$ cat src/rtl/shot_session_ctrl.sv
// -----------------------------------------------------------------------------
// shot_session_ctrl
//
// Session sequencer for the basketball shot simulator. It runs NUM_SHOTS
// attempts. Each attempt has a per-shot countdown, tracks the ball flight,
// scores the make or miss, and holds the kinematic reset while the ball is
// re-spotted.
//
// Optional build macro: SHOT_BCD_EN
//   When defined, the block adds the output shot_bcd, which is {tens, ones} BCD
//   of shot_secs and is registered alongside it.
//
// Ports:
//   CLK100MHZ   in   system clock
//   rst_n       in   synchronous active-low reset
//   start       in   level; a rising edge starts a session from IDLE or OVER
//   shoot       in   level; a rising edge releases the ball in READY
//   make        in   pulse; the ball scored (wins over miss)
//   miss        in   pulse; the ball is out of bounds or has landed
//   kin_rst     out  high while the ball must be re-spotted
//   shot_secs   out  remaining seconds of the current shot (binary)
//   shots_left  out  attempts remaining in the session
//   score       out  session score, saturating at 2^SCORE_W-1
//   state       out  IDLE=0 READY=1 FLIGHT=2 RESULT=3 OVER=4
//   buzzer      out  one-cycle pulse when shot_secs reaches 0
//   game_over   out  high in OVER
//   shot_bcd    out  (SHOT_BCD_EN only) BCD of shot_secs
// -----------------------------------------------------------------------------
module shot_session_ctrl #(
    parameter int CLK_HZ      = 100_000_000,
    parameter int SHOT_SECS   = 24,
    parameter int NUM_SHOTS   = 5,
    parameter int FLIGHT_SECS = 4,
    parameter int RESULT_CYC  = 50_000_000,
    parameter int SCORE_PTS   = 2,
    parameter int SCORE_W     = 8
) (
    input  logic               CLK100MHZ,
    input  logic               rst_n,
    input  logic               start,
    input  logic               shoot,
    input  logic               make,
    input  logic               miss,
    output logic               kin_rst,
    output logic [6:0]         shot_secs,
    output logic [3:0]         shots_left,
    output logic [SCORE_W-1:0] score,
    output logic [2:0]         state,
    output logic               buzzer,
    output logic               game_over
`ifdef SHOT_BCD_EN
    ,
    output logic [7:0]         shot_bcd
`endif
);

    localparam int DIV_W = (CLK_HZ > 1) ? $clog2(CLK_HZ) : 1;
    localparam int RES_W = (RESULT_CYC > 1) ? $clog2(RESULT_CYC) : 1;
    localparam int FLT_W = $clog2(FLIGHT_SECS + 1);

    typedef logic [SCORE_W:0] score_ext_t;

    localparam logic [DIV_W-1:0]   DIV_LAST   = DIV_W'(CLK_HZ - 1);
    localparam logic [RES_W-1:0]   RES_LAST   = RES_W'(RESULT_CYC - 1);
    localparam logic [FLT_W-1:0]   FLT_LAST   = FLT_W'(FLIGHT_SECS - 1);
    localparam logic [6:0]         SECS_INIT  = 7'(SHOT_SECS);
    localparam logic [3:0]         SHOTS_INIT = 4'(NUM_SHOTS);
    localparam logic [SCORE_W-1:0] SCORE_MAX  = '1;
    localparam score_ext_t         PTS_EXT    = score_ext_t'(SCORE_PTS);

    typedef enum logic [2:0] {
        S_IDLE   = 3'd0,
        S_READY  = 3'd1,
        S_FLIGHT = 3'd2,
        S_RESULT = 3'd3,
        S_OVER   = 3'd4
    } state_t;

    // Saturating score add: clamps at the all-ones value instead of wrapping.
    function automatic logic [SCORE_W-1:0] sat_add(input logic [SCORE_W-1:0] a);
        score_ext_t sum;
        sum = {1'b0, a} + PTS_EXT;
        if (sum > {1'b0, SCORE_MAX}) begin
            return SCORE_MAX;
        end
        return sum[SCORE_W-1:0];
    endfunction

`ifdef SHOT_BCD_EN
    function automatic logic [7:0] to_bcd(input logic [6:0] b);
        return {4'(b / 7'd10), 4'(b % 7'd10)};
    endfunction
`endif

    state_t               state_q, state_d;
    logic [6:0]           secs_q, secs_d;
    logic [3:0]           left_q, left_d;
    logic [SCORE_W-1:0]   score_q, score_d;
    logic                 kin_q, kin_d;
    logic                 buzz_q, buzz_d;
    logic                 over_q, over_d;
    logic [DIV_W-1:0]     div_q, div_d;
    logic [FLT_W-1:0]     flt_q, flt_d;
    logic [RES_W-1:0]     res_q, res_d;
    logic                 start_q, shoot_q;
    logic                 start_edge, shoot_edge, tick, reload;

    always_comb begin
        start_edge = start & ~start_q;
        shoot_edge = shoot & ~shoot_q;
        tick       = (div_q == DIV_LAST);

        state_d = state_q;
        secs_d  = secs_q;
        left_d  = left_q;
        score_d = score_q;
        flt_d   = flt_q;
        res_d   = res_q;
        buzz_d  = 1'b0;
        reload  = 1'b0;
        div_d   = tick ? '0 : div_q + 1'b1;

        case (state_q)
            S_IDLE: begin
                if (start_edge) begin
                    reload = 1'b1;
                end
            end
            S_READY: begin
                if (tick && secs_q != 7'd0) begin
                    secs_d = secs_q - 7'd1;
                    buzz_d = (secs_q == 7'd1);
                end
                // A shot released on the expiring tick beats the violation.
                if (shoot_edge) begin
                    state_d = S_FLIGHT;
                    flt_d   = '0;
                end else if (tick && secs_q == 7'd1) begin
                    state_d = S_RESULT;
                    res_d   = '0;
                end
            end
            S_FLIGHT: begin
                // The countdown keeps running while the ball is in the air.
                // It only sounds the buzzer and otherwise has no effect.
                if (tick) begin
                    if (secs_q != 7'd0) begin
                        secs_d = secs_q - 7'd1;
                    end
                    buzz_d = (secs_q == 7'd1);
                    flt_d  = flt_q + 1'b1;
                end
                if (make) begin
                    score_d = sat_add(score_q);
                    state_d = S_RESULT;
                    res_d   = '0;
                end else if (miss || (tick && flt_q == FLT_LAST)) begin
                    state_d = S_RESULT;
                    res_d   = '0;
                end
            end
            S_RESULT: begin
                if (res_q == RES_LAST) begin
                    left_d = left_q - 4'd1;
                    if (left_q == 4'd1) begin
                        state_d = S_OVER;
                    end else begin
                        state_d = S_READY;
                        secs_d  = SECS_INIT;
                    end
                end else begin
                    res_d = res_q + 1'b1;
                end
            end
            S_OVER: begin
                if (start_edge) begin
                    reload = 1'b1;
                end
            end
            default: begin
                state_d = S_IDLE;
            end
        endcase

        if (reload) begin
            state_d = S_READY;
            score_d = '0;
            left_d  = SHOTS_INIT;
            secs_d  = SECS_INIT;
        end

        // Restarting the divider on READY entry makes the first second full length.
        if (state_d == S_READY && state_q != S_READY) begin
            div_d = '0;
        end

        kin_d  = (state_d == S_IDLE) || (state_d == S_RESULT) || (state_d == S_OVER);
        over_d = (state_d == S_OVER);
    end

    always_ff @(posedge CLK100MHZ) begin
        if (!rst_n) begin
            state_q <= S_IDLE;
            secs_q  <= SECS_INIT;
            left_q  <= SHOTS_INIT;
            score_q <= '0;
            kin_q   <= 1'b1;
            buzz_q  <= 1'b0;
            over_q  <= 1'b0;
            div_q   <= '0;
            flt_q   <= '0;
            res_q   <= '0;
            start_q <= 1'b0;
            shoot_q <= 1'b0;
        end else begin
            state_q <= state_d;
            secs_q  <= secs_d;
            left_q  <= left_d;
            score_q <= score_d;
            kin_q   <= kin_d;
            buzz_q  <= buzz_d;
            over_q  <= over_d;
            div_q   <= div_d;
            flt_q   <= flt_d;
            res_q   <= res_d;
            start_q <= start;
            shoot_q <= shoot;
        end
    end

`ifdef SHOT_BCD_EN
    logic [7:0] bcd_q;

    always_ff @(posedge CLK100MHZ) begin
        if (!rst_n) begin
            bcd_q <= to_bcd(SECS_INIT);
        end else begin
            bcd_q <= to_bcd(secs_d);
        end
    end

    assign shot_bcd = bcd_q;
`endif

    assign state      = state_q;
    assign shot_secs  = secs_q;
    assign shots_left = left_q;
    assign score      = score_q;
    assign kin_rst    = kin_q;
    assign buzzer     = buzz_q;
    assign game_over  = over_q;

endmodule

$ cat config.mk
export PLATFORM = sky130hd
export DESIGN_NAME = shot_session_ctrl
export DESIGN_NICKNAME = d
export VERILOG_FILES = /design/src/rtl/shot_session_ctrl.sv
export SDC_FILE = /design/constraint.sdc
export NUM_CORES = 1
export LEC_CHECK = 0
export ABC_AREA = 1
export ABC_CLOCK_PERIOD_IN_PS = 5230
export BUFFER_PORTS_ARGS = -buffer_cell sky130_fd_sc_hd__buf_2
export CAP_MARGIN = 20
export CORE_ASPECT_RATIO = 1.4
export CORE_MARGIN = 4
export CORE_UTILIZATION = 55
export DETAILED_ROUTE_END_ITERATION = 10
export PLACE_DENSITY = 0.78
export SLEW_MARGIN = 20
export SYNTH_ARGS = -nofsm -noshare
export SYNTH_HDL_FRONTEND = slang
export SYNTH_SLANG_ARGS = --single-unit
$ cat constraint.sdc
create_clock -name CLK100MHZ -period 5.23 [get_ports CLK100MHZ]
set_input_delay 1.046 -clock CLK100MHZ [delete_from_list [all_inputs] [get_ports CLK100MHZ]]
set_output_delay 1.046 -clock CLK100MHZ [all_outputs]
set_load 0.01 [all_outputs]
==> results of run 1 <==
registers in the layout (all words and copies together), names as in the netlist:
| signal | count |
|---|---|
| res_q | 26 |
| start_q | 1 |
| score | 8 |
| shoot_q | 1 |
| div_q | 27 |
| state | 3 |
| shots_left | 4 |
| kin_rst | 1 |
| shot_secs | 7 |
| game_over | 1 |
| buzzer | 1 |
| flt_q | 3 |
worst register-to-register path, stage by stage, from the launching register on:
cell and delay (ps):
dfxtp_1 400, inv_2 90, nor3_4 810, inv_2 350, o211ai_1 260, inv_1 70
nand2_2 90, nand2_4 220, nor2_1 170
per-layer routing:
| metal | wire length (µm) | share of wire, % | vias to the layer above | global-route usage [%] |
|---|---|---|---|---|
| met3 | 496 | 4.2 | 42 | 3.681 |
| met4 | 439 | 3.8 | 0 | 12.67 |
| met2 | 6070 | 52 | 140 | 40.73 |
| li1 | - | - | 2425 | - |
| met5 | 0 | 0 | - | 0 |
| met1 | 4700 | 40 | 2213 | 25.39 |
cell usage after synthesis, drive strengths merged, types with 11 or more instances:
library cell | instances | area, µm²
nand2 | 191 | 742.0
nor2 | 148 | 648.1
inv | 87 | 326.6
dfxtp | 83 | 1662
nand3 | 69 | 385.4
a21oi | 45 | 240.2
xor2 | 22 | 192.7
xnor2 | 19 | 166.4
nand4 | 14 | 87.58
o21ai | 13 | 68.82
nor3 | 12 | 71.32
ha | 11 | 137.6
worst min-delay path by stage:
stage | cells past startpoint | startpoint | end
finish | 1 | flt_q[0] | flt_q[0]
global route | 1 | flt_q[0] | flt_q[0]
CTS | 1 | flt_q[0] | flt_q[0]
detailed placement | 1 | flt_q[0] | flt_q[0]
global placement | 1 | flt_q[0] | flt_q[0]
floorplan | 1 | div_q[0] | div_q[0]
power by group through the flow:
| stage | registers (µW) | logic (µW) | clock network, µW |
|---|---|---|---|
| after floorplan | 681 | 151 | 0 |
| after global placement | 678 | 181 | 0 |
| after detailed placement | 679 | 185 | 0 |
| after CTS | 665 | 187 | 742 |
| after global routing | 667 | 209 | 771 |
| final | 666 | 186 | 734 |
kinds of logic (layout without fill, tap and decap cells):
kind of cell             count (synthesis)  count (layout)  synth area share, %
AO/OA/AOI/OAI                           67              67                7.543
XOR/XNOR                                41              41                7.240
adder cells (fa/ha/maj)                 11              11                2.775
buffers and inverters                  102             136                8.754
flip-flops                              83              83                33.50
AND/OR/NAND/NOR                        443             443                40.19
final cells by class:
cell class                      instances  area share [%]
Timing Repair Buffer                   31           2.870
Tap cell                              105           2.392
Sequential cell                        83           30.25
Inverter                               89           6.082
Clock buffer                           12           4.487
Clock inverter                          4           1.777
Multi-Input combinational cell        562           52.14
per-stage QoR:
step / total power, µW / instances / hold WS [ps] / util (%) / worst slack, ps
after global placement: 858.8 / 870 / 447.5 / 59.12 / 2738
final: 1585 / 886 / 463.4 / 63.07 / 2699
after global routing: 1647 / 886 / 491.6 / 63.07 / 2490
after CTS: 1594 / 886 / 469.3 / 63.07 / 2702
after detailed placement: 863.7 / 870 / 454.9 / 59.12 / 2642
after floorplan: 832.1 / 747 / 430.2 / - / 3210
==> impl_metrics.toml, run 1 <==
[pwr]
seqPwrFrac_pct = 42.0
pwr-share-comb_pct = 11.7
power_frac_clock_pct = 46.3
p_int_uw = 1184
p_sw_share_pct = 25.30
p_sw_uw = 401.1
ir_worst_vdd_mv = 0.1803
p_per_area_mw_per_mm2 = 288.6
p_leak_uw = 0.001992

[worst_setup_path]
rr_startpoint = "state[1]"
rrSetupSlack_ps = 2700
cp_top_family = "simple AND/OR/NAND/NOR gates"
crit_cells = 8
crit_required_ps = 5500
crit_path_end = "div_q[23]"
crit_path_start_kind = "flop"
path_max_fanout = 27
startpoint = "state[1]"
r2r-end = "div_q[23]"
end_kind = "flop"
slowest_stage = "nor3_4"
crit_chain = "inv_2, nor3_4, inv_2, o211ai_1, inv_1, nand2_2, nand2_4, nor2_1"
critPathKind = "reg -> reg"
crit_top_cell = "inv_2"
ff2ff_path_depth = 8
slowest_delay_ps = 810
cp.arrival_ps = 2800
worst-path-buf-inv = 3

[yosys]
yosysWarnings = 0
syn_area_per_cell_um2 = 6.640
synth-seq-area-share_pct = 33.50
synthCells = 747
synth_seq_cells = 83
synthArstFlopShare_pct = 0
synth_edf_count = 0
ys_types = 39
synth_area_mm2 = 0.004960
syn-num-nets = 764
ys.flop_type = "dfxtp_1"

[floorplanning]
rows = 40
dieHeight_um = 120.4
core-area_mm2 = 0.008708
die_w_um = 88.26
ios = 31
start_util_pct = 56.95
design.die.area_mm2 = 0.01062

[status]
status = "complete, no violations"

[timing]
finalSetupViolations = 0
period_share_pct = 48.39
hold_viol = 0
max-slew-margin-rel_pct = 33.23
worstMarginPinSlew_ps = 998.4
rsz0062_at_grt = "false"
skew_ps = 4.754
drv_slew = 0
min_period_ps = 2531
fmaxAchievable_mhz = 395.1
setup_tns_ps = 0

[grt]
antenna_found_initial = 0
grt-ovfl-total = 0
track_usage_pct = 22.99
grt_pass1_vias = 4653
grt_max_degree = 35
grt_first_pass_wirelength_mm = 19.95

[routing]
finalWirelength_mm = 11.71
vias = 4820
vias_per_cell = 5.440
drcViolationCount = 0
ant_nets = 0
drtIter0Drc = 282
firstDrtPassIters = 5
wl_per_cell_um = 13.21

[clocking]
clock_latency_ps = 340
hold_buffers = 0
clock_sinks = 83
path_clk_slew_ps = 60
cts_root_buf = "clkbuf_16"
cts_resized = 0
postCtsSetupBuffers = 0
clock_path_buffers = 2
tritoncts = "done"
htree_levels = 3
cts_made_buffers = 9

[final_layout]
regArea_mm2 = 0.001662
multi_input_area_mm2 = 0.002864
final_layout_size_suffix_gt1_share_pct = 12.68
finalInstanceArea_mm2 = 0.005493
num_antenna_cells = 0
nets = 793
syn2layout_area_growth_pct = 10.75
fill_cells = 770
layout_commonest_cell = "nand2_1"
mostFrequentLayoutCells = "nand2_1, nor2_1, inv_1, dfxtp_1, nand3_1"

[placement]
globalplace.congestion = 0.9847
place_area_mm2 = 0.005149
place_hpwl_mm = 8.633
io_buffers = 30

[run]
max-cap-violations = 0

[hold_path]
min_path_type = "reg -> reg"
(Power assumes the default switching activity.)
==> inputs of run 2 (changes only) <==
--- a/config.mk
+++ b/config.mk
@@ -6,14 +6,14 @@
 export NUM_CORES = 1
 export LEC_CHECK = 0
 export ABC_AREA = 1
-export ABC_CLOCK_PERIOD_IN_PS = 5230
+export ABC_CLOCK_PERIOD_IN_PS = 2300
 export BUFFER_PORTS_ARGS = -buffer_cell sky130_fd_sc_hd__buf_2
 export CAP_MARGIN = 20
 export CORE_ASPECT_RATIO = 1.4
 export CORE_MARGIN = 4
 export CORE_UTILIZATION = 55
 export DETAILED_ROUTE_END_ITERATION = 10
-export PLACE_DENSITY = 0.78
+export PLACE_DENSITY = 0.81
 export SLEW_MARGIN = 20
 export SYNTH_ARGS = -nofsm -noshare
 export SYNTH_HDL_FRONTEND = slang
==> constraint.sdc (replaced) <==
create_clock -name CLK100MHZ -period 2.3 [get_ports CLK100MHZ]
set_input_delay 0.46 -clock CLK100MHZ [delete_from_list [all_inputs] [get_ports CLK100MHZ]]
set_output_delay 0.46 -clock CLK100MHZ [all_outputs]
set_load 0.01 [all_outputs]
==> run 2 against run 1 <==
  * Worst setup slack lost 2400 ps
  * Sequential power grew 130%
  * Clock-buffer cell count shrank 1
  * Critical path type unchanged
  * Critical endpoint is now res_q[0]
==> impl_metrics.toml, run 2 (synthesis gave the netlist of run 1 again) <==
[pwr]
p_per_area_mw_per_mm2 = 637.7
p_leak_uw = 0.002032
ir_worst_vdd_mv = 0.4981

[placement]
globalplace.congestion = 1.006
place_hpwl_mm = 8.952
io_buffers = 30
dp_cells = 878

[routing]
ant_nets = 0
finalWirelength_mm = 12.11
vias = 4830
drcViolationCount = 0
wl_per_cell_um = 13.54
vias_per_cell = 5.403
firstDrtPassIters = 6
drtIter0Drc = 242

[clocking]
tritoncts = "done"
clock_path_buffers = 2
htree_levels = 3
clock_sinks = 83
cts_made_buffers = 9
path_clk_slew_ps = 60
cts_root_buf = "clkbuf_16"
hold_buffers = 0
clock_latency_ps = 340

[final_layout]
fill_cells = 790
syn2layout_area_growth_pct = 12.01
nets = 801
final_layout_size_suffix_gt1_share_pct = 13.81
num_antenna_cells = 0
regArea_mm2 = 0.001662
multi_input_area_mm2 = 0.002873
layout_commonest_cell = "nand2_1"
layoutNonFillerInstCount = 894
fin_util_pct = 63.79
largest_register_ff_count = 27
largest_register = "div_q"
mostFrequentLayoutCells = "nand2_1, nor2_1, inv_1, dfxtp_1, nand3_1"

[floorplanning]
start_util_pct = 56.95
ios = 31
core-area_mm2 = 0.008708
design.die.area_mm2 = 0.01062
die_w_um = 88.26
dieHeight_um = 120.4
rows = 40

[grt]
grt_pass1_vias = 4807
grt_max_degree = 31
antenna_found_initial = 0
grt_first_pass_wirelength_mm = 20.67
grt-ovfl-total = 0
track_usage_pct = 23.98

[worst_setup_path]
crit_path_start_kind = "flop"
cp.arrival_ps = 2280
path_max_fanout = 16
critPathKind = "reg -> reg"
crit_required_ps = 2550
end_kind = "flop"

[run]
max-cap-violations = 0

[timing]
fmaxAchievable_mhz = 493.1
skew_ps = 8.790
max-slew-margin-rel_pct = 65.84
rsz0062_at_grt = "false"
min_period_ps = 2028
hold_viol = 0
period_share_pct = 88.17
setup_tns_ps = 0
worstMarginPinSlew_ps = 508.5
drv_slew = 0
finalSetupViolations = 0

[hold_path]
min_path_type = "in -> reg"

[status]
status = "complete, no violations"
## run 2: repair_timing
item	4_1_cts	5_1_grt
setup endpoints to repair	0	7
setup buffers	0	0
gates resized for setup	0	1
## run 2: final cells by class
cell class / count / share of cell area, %
multi-input cells: 562 / 51.71
well taps: 105 / 2.365
clock buffers: 11 / 4.550
clock inverters: 5 / 1.532
repair buffers: 39 / 3.919
inverters: 89 / 6.014
flip-flops and latches: 83 / 29.91
## run 2: path summary, 6_finish.rpt
check,from,endpoint,slack [ps],cells past startpoint
max reg2reg,div_q[0],res_q[0],270,9
min reg2reg,div_q[0],div_q[0],470,1
max,div_q[0],res_q[0],270,9
min,shoot,shoot_q,350,3
## run 2: per-stage QoR
step	worst slack (ps)	instance area (µm²)	total power [µW]	hold slack, ps
finish	272.1	5555	3542	347.6
global placement	360.2	5209	1955	438.9
floorplan	490.2	4960	1892	430.2
CTS	219.9	5547	3557	336.3
global route	81.25	5555	3696	351.6
detailed placement	262.4	5209	1969	453.2
## run 2: power breakdown
part	switching [µW]	internal [µW]	leakage (µW)
registers	37.4	1470	0.000671
clock network	581	1010	0.000162
logic	302	133	0.00120
total	920	2620	0.00203
## run 2: layer usage
metal / global-route usage, % / up-vias / share of wire, %
met5: 0 / - / 0
met4: 10.78 / 0 / 3.3
met3: 3.613 / 39 / 4.2
met2: 45.18 / 131 / 54
met1: 25.27 / 2230 / 38
li1: - / 2430 / -
## run 2: critical path: stages, from the launching register on
cell     delay, ps
dfxtp_1        380
ha_1           200
nand3_1        160
inv_2           80
nand2_2        100
nor2_4         140
nand3_4        110
a21oi_4        450
nand3_1        140
a21oi_1        190
==> inputs of run 3 (changes only) <==
--- a/config.mk
+++ b/config.mk
@@ -14,6 +14,8 @@
 export CORE_UTILIZATION = 55
 export DETAILED_ROUTE_END_ITERATION = 10
 export PLACE_DENSITY = 0.81
+export RECOVER_POWER = 50
+export REMOVE_ABC_BUFFERS = 1
 export SLEW_MARGIN = 20
 export SYNTH_ARGS = -nofsm -noshare
 export SYNTH_HDL_FRONTEND = slang
==> run 3 against run 2 <==
  * Sequential power is essentially flat
  * Cell count shrank 0.22%
  * Clock skew shrank 2.2 ps
  * Clock power shrank 9%
  * Sequential cell count is the same
  * Die area is the same
  * Combinational power shrank 3%
==> impl_metrics.toml, run 3 (synthesis gave the netlist of run 1 again) <==
[status]
status = "complete, no violations"

[placement]
globalplace.congestion = 0.9613
place_hpwl_mm = 8.619
io_buffers = 30

[worst_setup_path]
crit_path_start_kind = "flop"
slowest_delay_ps = 350
rrSetupSlack_ps = 180
crit_required_ps = 2520
critPathKind = "reg -> reg"
end_kind = "flop"
crit_top_cell = "nand3_1"
slowest_stage = "dfxtp_1"
path_max_fanout = 9
crit_chain = "ha_1, nand3_1, nor2_2, nand3_1, o21ai_2, nand3_1, nand2_1, o211ai_1"
cp.arrival_ps = 2340

[clocking]
clock_latency_ps = 350
clock_sinks = 83
cts_root_buf = "clkbuf_16"
tritoncts = "done"
clock_path_buffers = 2
cts_resized = 0
path_clk_slew_ps = 70
hold_buffers = 0
cts_made_buffers = 9
postCtsSetupBuffers = 0
htree_levels = 3

[routing]
finalWirelength_mm = 11.69
vias = 4865
ant_nets = 0
drcViolationCount = 0
firstDrtPassIters = 5
drtIter0Drc = 298
vias_per_cell = 5.454
wl_per_cell_um = 13.10

[timing]
drv_slew = 0
hold_viol = 0
finalSetupViolations = 0
period_share_pct = 91.97
setup_tns_ps = 0
min_period_ps = 2115
max-slew-margin-rel_pct = 58.68
rsz0062_at_grt = "false"
worstMarginPinSlew_ps = 614.2
skew_ps = 6.589
fmaxAchievable_mhz = 472.8
hold_ws_ps = 297.8

[grt]
grt_pass1_vias = 4637
track_usage_pct = 22.49
antenna_found_initial = 0
grt_first_pass_wirelength_mm = 19.39
grt-ovfl-total = 0
grt_max_degree = 29

[floorplanning]
rows = 40
design.die.area_mm2 = 0.01062
start_util_pct = 56.95
die_w_um = 88.26
ios = 31
core-area_mm2 = 0.008708
dieHeight_um = 120.4

[pwr]
p_leak_uw = 0.001890
p_per_area_mw_per_mm2 = 623.3
ir_worst_vdd_mv = 0.4979

[final_layout]
syn2layout_area_growth_pct = 9.788
largest_register = "div_q"
final_layout_size_suffix_gt1_share_pct = 9.530
layout_commonest_cell = "nand2_1"
mostFrequentLayoutCells = "nand2_1, nor2_1, inv_1, dfxtp_1, nand3_1"
fin_util_pct = 62.53
num_antenna_cells = 0
nets = 799
largest_register_ff_count = 27

[run]
max-cap-violations = 0

[hold_path]
min_path_type = "in -> reg"
[run 3: path summary, 6_finish.rpt]
kind / cells after the start / to / startpoint
min: 3 / shoot_q / shoot
max reg2reg: 8 / shot_secs[3] / res_q[1]
max: 8 / shot_secs[3] / res_q[1]
min reg2reg: 2 / flt_q[2] / flt_q[2]
[run 3: final cells by class]
| class | instances | area [µm²] |
|---|---|---|
| multi-input combinational | 562 | 2845 |
| inverter | 89 | 334.1 |
| sequential | 83 | 1662 |
| tap | 105 | 131.4 |
| fill | 787 | 3263 |
| clock inverter | 7 | 77.57 |
| timing repair buffer | 37 | 170.2 |
| clock buffer | 9 | 225.2 |
[run 3: critical path, delay by kind of cell, from the launching register on]
| kind | cells | cell delay (ps) |
|---|---|---|
| DFF | 1 | 350 |
| adders and majority gates | 1 | 280 |
| and+or+nand+nor | 5 | 950 |
| AOI/OAI and AO/OA | 2 | 390 |
[run 3: metal layers]
layer / share of wire, % / global-route usage (%) / vias up
li1: - / - / 2422
met1: 41 / 25.65 / 2248
met2: 51 / 38.67 / 165
met3: 5.5 / 5.385 / 30
met4: 2.6 / 10.49 / 0
met5: 0 / 0 / -
[run 3: report_power, final]
group | internal, µW | total (µW) | switching, µW
registers | 1470 | 1510 | 36.5
logic | 123 | 422 | 299
clock network | 846 | 1460 | 616
total | 2440 | 3390 | 951
[run 3: per-stage QoR]
step	instances	worst slack [ps]	cell area (µm²)	total power, µW
after floorplan	734	272.7	4860	1845
after global placement	876	363.2	5194	1952
after detailed placement	876	251.5	5194	1970
after CTS	892	228.4	5497	3418
after global routing	892	25.22	5445	3532
final	892	184.8	5445	3394
